===== src/rtl/bcd_to_bin_if.sv =====
// bcd_to_bin_if: handshake bundle for the BCD-to-binary converter.
// Input side carries a packed BCD word (valid_i/ready_o). Output side
// carries the binary result and error flag (valid_o/ready_i).
interface bcd_to_bin_if #(
  parameter int DIGITS = 2,
  parameter int BIN_W  = 7
);
  logic                  valid_i;
  logic                  ready_o;
  logic [4*DIGITS-1:0]   bcd_i;
  logic                  valid_o;
  logic                  ready_i;
  logic [BIN_W-1:0]      bin_o;
  logic                  err_o;

  // Upstream producer and downstream consumer, seen from outside the converter
  modport master (
    output valid_i, bcd_i, ready_i,
    input  ready_o, valid_o, bin_o, err_o
  );

  // The converter itself
  modport slave (
    input  valid_i, bcd_i, ready_i,
    output ready_o, valid_o, bin_o, err_o
  );
endinterface


===== src/rtl/bcd_to_bin.sv =====
// bcd_to_bin: sequential BCD-to-binary converter.
// Takes a packed DIGITS-digit BCD word and consumes one digit per clock,
// MSD first, as acc = acc*10 + digit. It then holds the binary result
// until the downstream takes it.
// Optional feature: define BCD2BIN_DIGIT_CHECK_EN to flag digits > 9.
// With the flag set, err_o=1 and bin_o=0. Without the macro, err_o is
// tied low and out-of-range digits are used as-is.
module bcd_to_bin #(
  parameter int DIGITS = 2,
  parameter int BIN_W  = 7
) (
  input  logic              clk,
  input  logic              rst_n,
  bcd_to_bin_if.slave       bus
);

  localparam int SR_W  = 4 * DIGITS;
  localparam int CNT_W = (DIGITS > 1) ? $clog2(DIGITS) : 1;

  typedef enum logic [1:0] {
    IDLE,
    CONV,
    DONE
  } state_t;

  state_t            state;
  state_t            state_next;
  logic [SR_W-1:0]   shift;
  logic [CNT_W-1:0]  count;
  logic [BIN_W-1:0]  acc;
  logic [BIN_W-1:0]  acc_next;
  logic [BIN_W-1:0]  result;
  logic [BIN_W-1:0]  bin_q;
  logic [3:0]        digit;
  logic              ready_q;
  logic              valid_q;
  logic              accept;
  logic              last_digit;

  assign digit = shift[SR_W-1 -: 4];

  // acc*10 is built as (acc<<3)+(acc<<1). Only the low BIN_W bits of the
  // wide sum survive truncation, and those low bits do not depend on any
  // carries above them, so the whole sum can be formed at BIN_W bits.
  assign acc_next = (acc << 3) + (acc << 1) + BIN_W'(digit);

`ifdef BCD2BIN_DIGIT_CHECK_EN
  logic err_flag;
  logic err_next;

  assign err_next = err_flag | (digit > 4'd9);

  // Sticky error flag: cleared when a word is accepted, and it collects
  // out-of-range digits during CONV. It then stays frozen through DONE.
  always_ff @(posedge clk or negedge rst_n) begin
    if (!rst_n) begin
      err_flag <= 1'b0;
    end else if (accept) begin
      err_flag <= 1'b0;
    end else if (state == CONV) begin
      err_flag <= err_next;
    end
  end

  assign result    = err_next ? '0 : acc_next;
  assign bus.err_o = err_flag;
`else
  assign result    = acc_next;
  assign bus.err_o = 1'b0;
`endif

  // Next-state decode: accept in IDLE, count digits in CONV, wait for the
  // consumer in DONE
  always_comb begin
    state_next = state;
    accept     = 1'b0;
    last_digit = 1'b0;
    case (state)
      IDLE: begin
        if (bus.valid_i && ready_q) begin
          accept     = 1'b1;
          state_next = CONV;
        end
      end
      CONV: begin
        if (count == '0) begin
          last_digit = 1'b1;
          state_next = DONE;
        end
      end
      DONE: begin
        if (bus.ready_i) begin
          state_next = IDLE;
        end
      end
      default: state_next = IDLE;
    endcase
  end

  // State register plus registered handshake outputs derived from the next state
  always_ff @(posedge clk or negedge rst_n) begin
    if (!rst_n) begin
      state   <= IDLE;
      ready_q <= 1'b0;
      valid_q <= 1'b0;
    end else begin
      state   <= state_next;
      ready_q <= (state_next == IDLE);
      valid_q <= (state_next == DONE);
    end
  end

  // Datapath: load the word on accept, then shift and accumulate one digit per cycle
  always_ff @(posedge clk or negedge rst_n) begin
    if (!rst_n) begin
      shift <= '0;
      count <= '0;
      acc   <= '0;
      bin_q <= '0;
    end else begin
      case (state)
        IDLE: begin
          if (accept) begin
            shift <= bus.bcd_i;
            count <= CNT_W'(DIGITS - 1);
            acc   <= '0;
          end
        end
        CONV: begin
          acc   <= acc_next;
          shift <= shift << 4;
          if (last_digit) begin
            bin_q <= result;
          end else begin
            count <= count - 1'b1;
          end
        end
        default: ;
      endcase
    end
  end

  assign bus.ready_o = ready_q;
  assign bus.valid_o = valid_q;
  assign bus.bin_o   = bin_q;

endmodule

===== src/flat_wrapper.sv =====
// flat-port wrapper written by rule: the top's interface ports become plain ports
module bcd_to_bin_flat 
#(
  parameter int DIGITS = 2,
  parameter int BIN_W  = 7
)
  (clk, rst_n, bus_valid_i, bus_bcd_i, bus_ready_i, bus_ready_o, bus_valid_o, bus_bin_o, bus_err_o);
  bcd_to_bin_if #(.DIGITS(DIGITS), .BIN_W(BIN_W)) bus_i ();
  input  logic clk;
  input  logic rst_n;
  input wire logic [$bits(bus_i.valid_i)-1:0] bus_valid_i;
  input wire logic [$bits(bus_i.bcd_i)-1:0] bus_bcd_i;
  input wire logic [$bits(bus_i.ready_i)-1:0] bus_ready_i;
  output wire logic [$bits(bus_i.ready_o)-1:0] bus_ready_o;
  output wire logic [$bits(bus_i.valid_o)-1:0] bus_valid_o;
  output wire logic [$bits(bus_i.bin_o)-1:0] bus_bin_o;
  output wire logic [$bits(bus_i.err_o)-1:0] bus_err_o;
  assign bus_i.valid_i = bus_valid_i;
  assign bus_i.bcd_i = bus_bcd_i;
  assign bus_i.ready_i = bus_ready_i;
  assign bus_ready_o = bus_i.ready_o;
  assign bus_valid_o = bus_i.valid_o;
  assign bus_bin_o = bus_i.bin_o;
  assign bus_err_o = bus_i.err_o;
  bcd_to_bin #(.DIGITS(DIGITS), .BIN_W(BIN_W)) u_core (.clk(clk), .rst_n(rst_n), .bus(bus_i));
endmodule

===== config.mk =====
export PLATFORM = sky130hd
export DESIGN_NAME = bcd_to_bin_flat
export DESIGN_NICKNAME = d
export VERILOG_FILES = /design/src/rtl/bcd_to_bin_if.sv /design/src/rtl/bcd_to_bin.sv /design/src/flat_wrapper.sv
export SDC_FILE = /design/constraint.sdc
export NUM_CORES = 1
export LEC_CHECK = 0
export CORE_MARGIN = 5
export CORE_UTILIZATION = 45
export CTS_CLUSTER_SIZE = 20
export DETAILED_ROUTE_END_ITERATION = 12
export GPL_TIMING_DRIVEN = 0
export HOLD_SLACK_MARGIN = 0.05
export PLACE_DENSITY_LB_ADDON = 0.08
export SLEW_MARGIN = 30
export SYNTH_ARGS = -nofsm -noshare
export SYNTH_HDL_FRONTEND = slang
export SYNTH_SLANG_ARGS = --single-unit

===== constraint.sdc =====
create_clock -name clk -period 2.6 [get_ports clk]
set_clock_uncertainty 0.2 [all_clocks]
set_input_delay 0.52 -clock clk [delete_from_list [all_inputs] [get_ports clk]]
set_output_delay 0.52 -clock clk [all_outputs]
set_load 0.03 [all_outputs]

==> metrics.yaml, run 1 <==
drv_cap: 0
gp_congestion: 0.7592
syn_area_per_cell_um2: 10.96
ys_seq_elements: 26
r2r_slack_ps: 430
critical_path_class: "reg -> reg"
ys.flop_type: "dfrtp_1"
status: "complete, no violations"
setup_violations: 0
syn_nets: 145
hold_violations: 0
cts.htree.levels: 1
fillers: 257
initial_core_util: 0.4804
worst_pin_slew_ps: 572.6
hpwl_um: 2025
dieArea_mm2: 0.004189
ant_nets: 0
p_leak_nw: 0.7113
synth_commonest_cells: "dfrtp_1, nand2_1, o21ai_0"
path_max_fanout: 3
clock_sinks: 26
antenna_found_initial: 0
die_h_um: 64.72
ys.warnings.count: 0
syn_area_mm2: 0.001348
critPathMaxStageDelay_ps: 550
drc: 0
hold_path.class: "reg -> reg"
fin_area_mm2: 0.001614
vias: 983
r2r-end: "u_core.bus.bin_o[6]"
netlist.area_leader.share: 0.4828
viasPerCell: 5.522
grt_max_degree: 27
die_w_um: 64.72
rsz0062_at_grt: "no"
cts-root-buf: "clkbuf_4"
clk_pin_slew_ps: 140
fin_util: 0.5754
critPathLaunchType: "register"
clkLatencyLatePin_ps: 320
ios: 22
required_ps: 2630
grtUsageTotal: 0.1341
r2r_start: "u_core.acc[0]"
yosysSeqAreaShare: 0.4828
finalCritPeriodShare: 0.8335
cts_tree: "done"
holdWs_ps: 322.4
fin_crit_ps: 2167
grt_pass1_wl_um: 4416
grt_pass1_vias: 983
nNetsFinal: 171
postCtsSetupBuffers: 0
n_antenna_cell: 0
setup_tns_ps: 0
grt_overflow_total: 0
yosys.cell_types.count: 32
max_freq_ghz: 0.4614
reg2reg_depth: 5
cts_buffer_depth: 2
drv_slew: 0
power.density_mw_per_mm2: 1218
drtIter0Drc: 18
drive_above_1_share: 0.1088
wl_um: 2605
p_total_mw: 1.966
port_buffers: 20
min-delay-start: "u_core.bus.bin_o[3]"
cp_cell_sequence: "fa_1, fa_1, nand3_1, nand3_1, a31o_1"
end_kind: "register"
cp_slowest_cell: "fa_1"
num_rows: 19
ir_worst_vdd_uv: 464.9
synth.most_common_cell: "dfrtp_1"
area_growth_pct: 19.78
syn_inst: 123
synth_top_area_cell: "dfrtp_1"
placed_area_mm2: 0.001582
synth_edf_count: 0
crit_arrival_ps: 2190
firstDrtPassIters: 4
relSlewSlack: 0.6183
wl_per_cell_um: 14.63
synthTopCellsByArea: "dfrtp_1, ha_1, nand2_1"
numCtsBuffers: 3
core_region_area_mm2: 0.002805
worstHoldEndpoint: "u_core.bus.bin_o[3]"
holdPathStages: 1
async_reset_ff_frac: 1.000
-- worst max-delay path: cells and delay by family (launching register included) --
kind                       cells  cell delay [ps]
AOI/OAI and AO/OA              1              220
adders and majority gates      2             1030
DFF                            1              440
and+or+nand+nor                2              190
-- metrics by stage --
step	setup slack [ps]	instances
finish	432.8	178
global route	344.6	178
CTS	423.5	178
detailed placement	440.8	174
global placement	460.0	174
floorplan	532.0	123
-- worst max path at each step --
stage | slack, ps | startpoint | cells after the start | to
detailed placement | 440 | u_core.acc[0] | 5 | u_core.bus.bin_o[6]
floorplan | 530 | u_core.acc[0] | 5 | u_core.bus.bin_o[6]
CTS | 420 | u_core.acc[0] | 5 | u_core.bus.bin_o[6]
finish | 430 | u_core.acc[0] | 5 | u_core.bus.bin_o[6]
global route | 340 | u_core.acc[0] | 5 | u_core.bus.bin_o[5]
global placement | 460 | rst_n | 1 | u_core.shift[0]
-- power by group --
group	total (mW)	leakage (nW)	switching (mW)	internal, mW
combinational	1.08	0.367	0.580	0.502
sequential	0.714	0.330	0.133	0.581
clock	0.171	0.0138	0.116	0.0543
total	1.97	0.711	0.829	1.14
-- cells in the final DEF, fill, tap and decap left out, drive strengths merged, types with 2 or more instances in the layout --
master	count
inv	2
clkdlybuf4s50	19
o22ai	3
o21ai	14
clkbuf	4
o21a	2
dfrtp	26
nand3	2
nand2	19
o2111ai	2
nor2b	2
a22oi	4
o211ai	2
nand2b	4
a21oi	4
nor2	4
mux2	4
buf	7
mux2i	4
fa	2
ha	8
-- per-layer routing --
metal / vias up / GRT usage / wire length (um)
met5: - / 0 / 0
met4: 0 / 0.02902 / 13
met3: 2 / 0.04318 / 118
met2: 17 / 0.2261 / 1348
met1: 480 / 0.1685 / 1124
li1: 484 / - / -
-- state kept, by name, summed over array words and instances (netlist names) --
signal / count
u_core.count: 1
u_core.bus.valid_o: 1
u_core.state: 2
u_core.shift: 8
u_core.bus.bin_o: 7
u_core.acc: 6
u_core.bus.ready_o: 1
-- layout make-up --
class                           instances  area [um2]  area share
Timing Repair Buffer                   21       205.2      0.1271
Tap cell                               31       38.79     0.02403
Clock buffer                            3       22.52     0.01395
Inverter                                2       7.507    0.004651
Multi-Input combinational cell         88       635.6      0.3938
Sequential cell                        26       650.6      0.4031
Buffer                                  7       53.80     0.03333
-- cells by family after synthesis --
logic type / share of synthesized area
AO/OA/AOI/OAI: 0.1569
AND/OR/NAND/NOR: 0.1216
flip-flops: 0.4828
adder cells (fa/ha/maj): 0.1040
buffers and inverters: 0.04549
multiplexers: 0.06314
XOR/XNOR: 0.02321
other: 0.002783
-- what timing repair did --
item | CTS | global route
gates resized for setup | 0 | 0
hold buffers | 1 | 0
endpoints found under the hold margin | 26 | 0
No activity file was read; power rests on OpenSTA's default activity.
==> run 2: changes to the inputs <==
- clock period: 2.6 -> 1.82 ns (I/O delays scaled with it)
==> metrics.yaml, run 2 (synthesis gave the netlist of run 1 again) <==
nNetsFinal: 173  # +1.2%
grt_max_degree: 27  # unchanged
numCtsBuffers: 3  # unchanged
cts_buffer_depth: 2  # unchanged
setup_violations: 7  # +7
end_kind: "register"
drv_cap: 0  # unchanged
vias: 991  # +0.81%
switchingPower_mw: 1.211  # +46%
clock_sinks: 26  # unchanged
n_antenna_cell: 0  # unchanged
dp_slack_ps: -249.4  # -690.1 ps
ant_nets: 0  # unchanged
critPathMaxStageDelay_ps: 600  # +50 ps
dieArea_mm2: 0.004189  # unchanged
largest_reg_flops: 8  # unchanged
register_area_um2: 650.6  # unchanged
p_sw_frac: 0.4070  # -0.01469
critical_path_class: "reg -> reg"
wl_per_cell_um: 14.35  # -1.9%
grt_overflow_total: 0  # unchanged
die_h_um: 64.72  # unchanged
max_freq_ghz: 0.4839  # +4.9%
largest_register: "u_core.shift"
gp_congestion: 0.7937  # +4.5%
failed_checks: "negative setup slack"
drtIter0Drc: 45  # +27
combPwrFrac: 0.524  # -0.026
relSlewSlack: 0.6186  # about the same
firstDrtPassIters: 4  # unchanged
power.density_mw_per_mm2: 1780  # +46%
setup_ws_ps: -246.4  # -679.2 ps
ios: 22  # unchanged
cp_slowest_cell: "fa_1"
grtUsageTotal: 0.1440  # +0.009841
multiInputGateArea_um2: 655.6  # +3.1%
pwr-share-seq: 0.342  # -0.021
cp_num_buf_inv: 0  # unchanged
status: "complete, but fails checks"
path_max_fanout: 3  # unchanged
crit_arrival_ps: 2090  # -100 ps
hold_violations: 0  # unchanged
critPathLaunchType: "register"
place_inst: 174  # unchanged
drv_slew: 0  # unchanged
port_buffers: 20  # unchanged
num_rows: 19  # unchanged
clkLatencyLatePin_ps: 320  # about the same
grt_pass1_wl_um: 4671  # +5.8%
drive_above_1_share: 0.1533  # +0.04449
clk_pin_slew_ps: 140  # about the same
crit_family: "adder cells"
layout_common_cells: "dfrtp_1, nand2_1, o21ai_0"
required_ps: 1850  # -780 ps
fin_crit_ps: 2066  # -100.8 ps
r2r_slack_ps: -250  # -680 ps
final_cells: 181  # +1.7%
cp_cell_sequence: "fa_1, fa_2, mux2_4"
viasPerCell: 5.475  # -0.86%
core_region_area_mm2: 0.002805  # unchanged
fillers: 253  # -1.6%
rsz0062_at_grt: "yes"
grt_pass1_vias: 994  # +1.1%
initial_core_util: 0.4804  # unchanged
cts.htree.levels: 1  # unchanged
cts_tree: "done"
finalCritPeriodShare: 1.135  # +0.3018
ir_worst_vdd_uv: 850.2  # +83%
worst_pin_slew_ps: 572.1  # -0.4506 ps
antenna_found_initial: 0  # unchanged
die_w_um: 64.72  # unchanged
hpwl_um: 2040  # +0.75%
p_int_mw: 1.764  # +55%
clkPwrFrac: 0.134  # +0.047
cts-root-buf: "clkbuf_4"
hold_path.class: "reg -> reg"
wl_um: 2598  # -0.27%
drc: 0  # unchanged
layout.cells.most_common: "dfrtp_1"
area_growth_pct: 24.05
p_leak_nw: 0.7610  # +7.0%
-- run 2: cell count changes in the layout (fill, tap and decap cells not counted), sizes merged --
| cell | previous run | this run |
|---|---|---|
| bufinv | 0 | 1 |
| buf | 7 | 9 |
| clkdlybuf4s50 | 19 | 10 |
| dlygate4sd2 | 0 | 9 |
-- run 2: power by group through the flow --
stage	registers, mW	clock network (mW)	logic [mW]
3_5_place_dp	1.04	0	1.61
2_1_floorplan	1.18	0	0.995
6_report	1.02	0.399	1.56
4_1_cts	1.02	0.407	1.58
5_1_grt	1.06	0.439	1.75
3_3_place_gp	1.03	0	1.57
-- run 2: worst paths after layout --
check | end | startpoint | cells past startpoint
max in group asynchronous | u_core.shift[5] | rst_n | 2
hold / removal | u_core.bus.bin_o[0] | u_core.bus.bin_o[0] | 1
hold reg to reg | u_core.bus.bin_o[0] | u_core.bus.bin_o[0] | 1
min in group asynchronous | u_core.bus.ready_o | rst_n | 2
setup / recovery | u_core.bus.bin_o[3] | u_core.acc[0] | 3
setup reg to reg | u_core.bus.bin_o[3] | u_core.acc[0] | 3
-- run 2: cell type report --
cell class	count	area share
multi-input combinational	88	0.3922
sequential	26	0.3892
timing repair buffer	23	0.1272
buffer	7	0.03219
tap	31	0.02320
clock inverter	1	0.01796
clock buffer	3	0.01347
inverter	2	0.004491
-- run 2: worst register-to-register path, cell delays in order (launching register included) --
cell	delay, ps
dfrtp_1	440
fa_1	600
fa_2	460
mux2_4	270
-- run 2: stage by stage --
stage | power, mW | setup TNS [ps] | hold slack, ps | util | area (um2)
2_1_floorplan | 2.176 | -455.2 | -131.6 | - | 1368
4_1_cts | 3.013 | -1439 | 332.6 | 0.5959 | 1672
3_5_place_dp | 2.656 | -1235 | 199.4 | 0.5709 | 1602
3_3_place_gp | 2.601 | -5539 | 290.2 | 0.5727 | 1607
6_report | 2.975 | -1419 | 328.1 | 0.5959 | 1672
5_1_grt | 3.244 | -1904 | 352.0 | 0.5959 | 1672
-- run 2: timing repair --
action	4_1_cts	5_1_grt
setup buffers	2	0
hold endpoints to repair	26	0
setup endpoints to repair	16	7
gates resized for setup	10	0
pin swaps	6	5
hold buffers	1	0
-- run 2: routing by layer --
| metal | vias to the layer above | share of wire | routed length [um] | global-route usage |
|---|---|---|---|---|
| li1 | 487 | - | - | - |
| met1 | 481 | 0.47 | 1215 | 0.1936 |
| met2 | 19 | 0.49 | 1280 | 0.2350 |
| met3 | 4 | 0.025 | 66 | 0.02591 |
| met4 | 0 | 0.014 | 36 | 0.04749 |
| met5 | - | 0 | 0 | 0 |
==> run 3: changes to the inputs <==
- CAP_MARGIN: unset -> 30
- GPL_TIMING_DRIVEN: 0 -> 1
==> metrics.yaml, run 3 (synthesis gave the netlist of run 1 again) <==
antenna_found_initial: 0  # unchanged
vias: 1013  # +2.2%
dp_slack_ps: -206.3  # +43.03 ps
max_freq_ghz: 0.4800  # -0.81%
pwr-share-seq: 0.322  # -0.020
wl_per_cell_um: 14.93  # +4.0%
status: "complete, but fails checks"
layout_common_cells: "dfrtp_1, nand2_1, buf_4"
hpwl_um: 1956  # -4.1%
wl_um: 2791  # +7.4%
cp_slowest_cell: "fa_2"
drv_slew: 0  # unchanged
port_buffers: 20  # unchanged
cts.htree.levels: 1  # unchanged
critical_path_class: "reg -> reg"
fin_crit_ps: 2083  # +16.80 ps
grt_pass1_vias: 996  # +0.20%
failed_checks: "negative setup slack"
cts_hold_buf: 0  # -1
cts-root-buf: "clkbuf_4"
clkLatencyLatePin_ps: 330  # about the same
ios: 22  # unchanged
numCtsBuffers: 3  # unchanged
p_total_mw: 3.214  # +8.0%
grt_max_degree: 27  # unchanged
rsz0062_at_grt: "yes"
layout.cells.most_common: "dfrtp_1"
grtUsageTotal: 0.1466  # +0.002608
end_kind: "register"
path_max_fanout: 3  # unchanged
drive_above_1_share: 0.2115  # +0.05821
p_leak_nw: 0.8000  # +5.1%
die_w_um: 64.72  # unchanged
fin_util: 0.6298  # +0.03390
place_inst: 183  # +5.2%
postCtsSetupBuffers: 0  # -2
drv_cap: 0  # unchanged
final_cells: 187  # +3.3%
setup_ws_ps: -263.2  # -16.80 ps
largest_reg_flops: 8  # unchanged
ant_nets: 0  # unchanged
path_common_cell: "fa_2"
hold_path.class: "in -> async"
largest_register: "u_core.shift"
area_growth_pct: 31.10
critPathLaunchType: "register"
drc: 0  # unchanged
cts_buffer_depth: 2  # unchanged
critPathMaxStageDelay_ps: 630  # +30 ps
grt_overflow_total: 0  # unchanged
cts_tree: "done"
grt_pass1_wl_um: 4650  # -0.45%
p_sw_frac: 0.4010  # -0.006040
initial_core_util: 0.4804  # unchanged
die_h_um: 64.72  # unchanged
gp_congestion: 0.7776  # -2.0%
finalCritPeriodShare: 1.145  # +0.009233
num_rows: 19  # unchanged
viasPerCell: 5.417  # -1.1%
required_ps: 1860  # about the same
core_region_area_mm2: 0.002805  # unchanged
hold_violations: 0  # unchanged
n_antenna_cell: 0  # unchanged
cp_cell_sequence: "fa_2, fa_2, mux2_4"
nNetsFinal: 179  # +3.5%
switchingPower_mw: 1.289  # +6.4%
dieArea_mm2: 0.004189  # unchanged
firstDrtPassIters: 4  # unchanged
power.density_mw_per_mm2: 1819  # +2.2%
clkPwrFrac: 0.126  # -0.008
crit_arrival_ps: 2120  # +30 ps
combPwrFrac: 0.552  # +0.028
drtIter0Drc: 47  # +4.4%
ir_worst_vdd_uv: 946.7  # +11%
p_int_mw: 1.925  # +9.1%
clock_sinks: 26  # unchanged
setup_violations: 7  # unchanged
clk_pin_slew_ps: 140  # about the same
[run 3: path summary, 6_finish.rpt]
kind | start | endpoint | slack (ps) | cells past startpoint
max | u_core.acc[2] | u_core.bus.bin_o[3] | -260 | 3
max reg2reg | u_core.acc[2] | u_core.bus.bin_o[3] | -260 | 3
min in group clk | u_core.bus.bin_o[2] | u_core.bus.bin_o[2] | 320 | 1
min reg2reg | u_core.bus.bin_o[2] | u_core.bus.bin_o[2] | 320 | 1
max in group asynchronous | rst_n | u_core.state[0] | 990 | 2
min | rst_n | u_core.acc[3] | 180 | 2
[run 3: power by group through the flow]
stage          clock (mW)  combinational (mW)  sequential [mW]
4_1_cts             0.417                1.70             1.03
2_1_floorplan           0               0.995             1.18
3_3_place_gp            0                1.72             1.05
6_report            0.403                1.78             1.03
3_5_place_dp            0                1.75             1.05
5_1_grt             0.446                1.95             1.08
[run 3: metal layers]
layer | vias up | wire (um) | GRT usage | share of wire
li1 | 499 | - | - | -
met1 | 482 | 1271 | 0.1847 | 0.46
met2 | 24 | 1350 | 0.2350 | 0.48
met3 | 8 | 103 | 0.03282 | 0.037
met4 | 0 | 65 | 0.07652 | 0.023
met5 | - | 0 | 0 | 0
[run 3: critical path, delay by kind of cell, from the launching register on]
family	cells	cell delay [ps]
adders and majority gates	2	1080
DFF	1	440
muxes	1	260
[run 3: final cells by class]
cell class	instances	area, um2
Clock buffer	3	22.52
Tap cell	31	38.79
Inverter	2	7.507
Timing Repair Buffer	36	334.1
Clock inverter	1	30.03
Fill cell	238	1039
Sequential cell	26	650.6
Multi-Input combinational cell	88	683.2
[run 3: what timing repair did]
item,4_1_cts,5_1_grt
gates resized for setup,10,3
setup endpoints to repair,16,7
pin swaps,3,4
[run 3: metrics by stage]
step	setup TNS, ps	hold WS [ps]	cell area (um2)
final	-1283	180.7	1767
after global routing	-1705	187.3	1767
after CTS	-1153	185.7	1744
after detailed placement	-955.1	289.3	1698
after global placement	-741.7	286.4	1698
after floorplan	-455.2	-131.6	1368
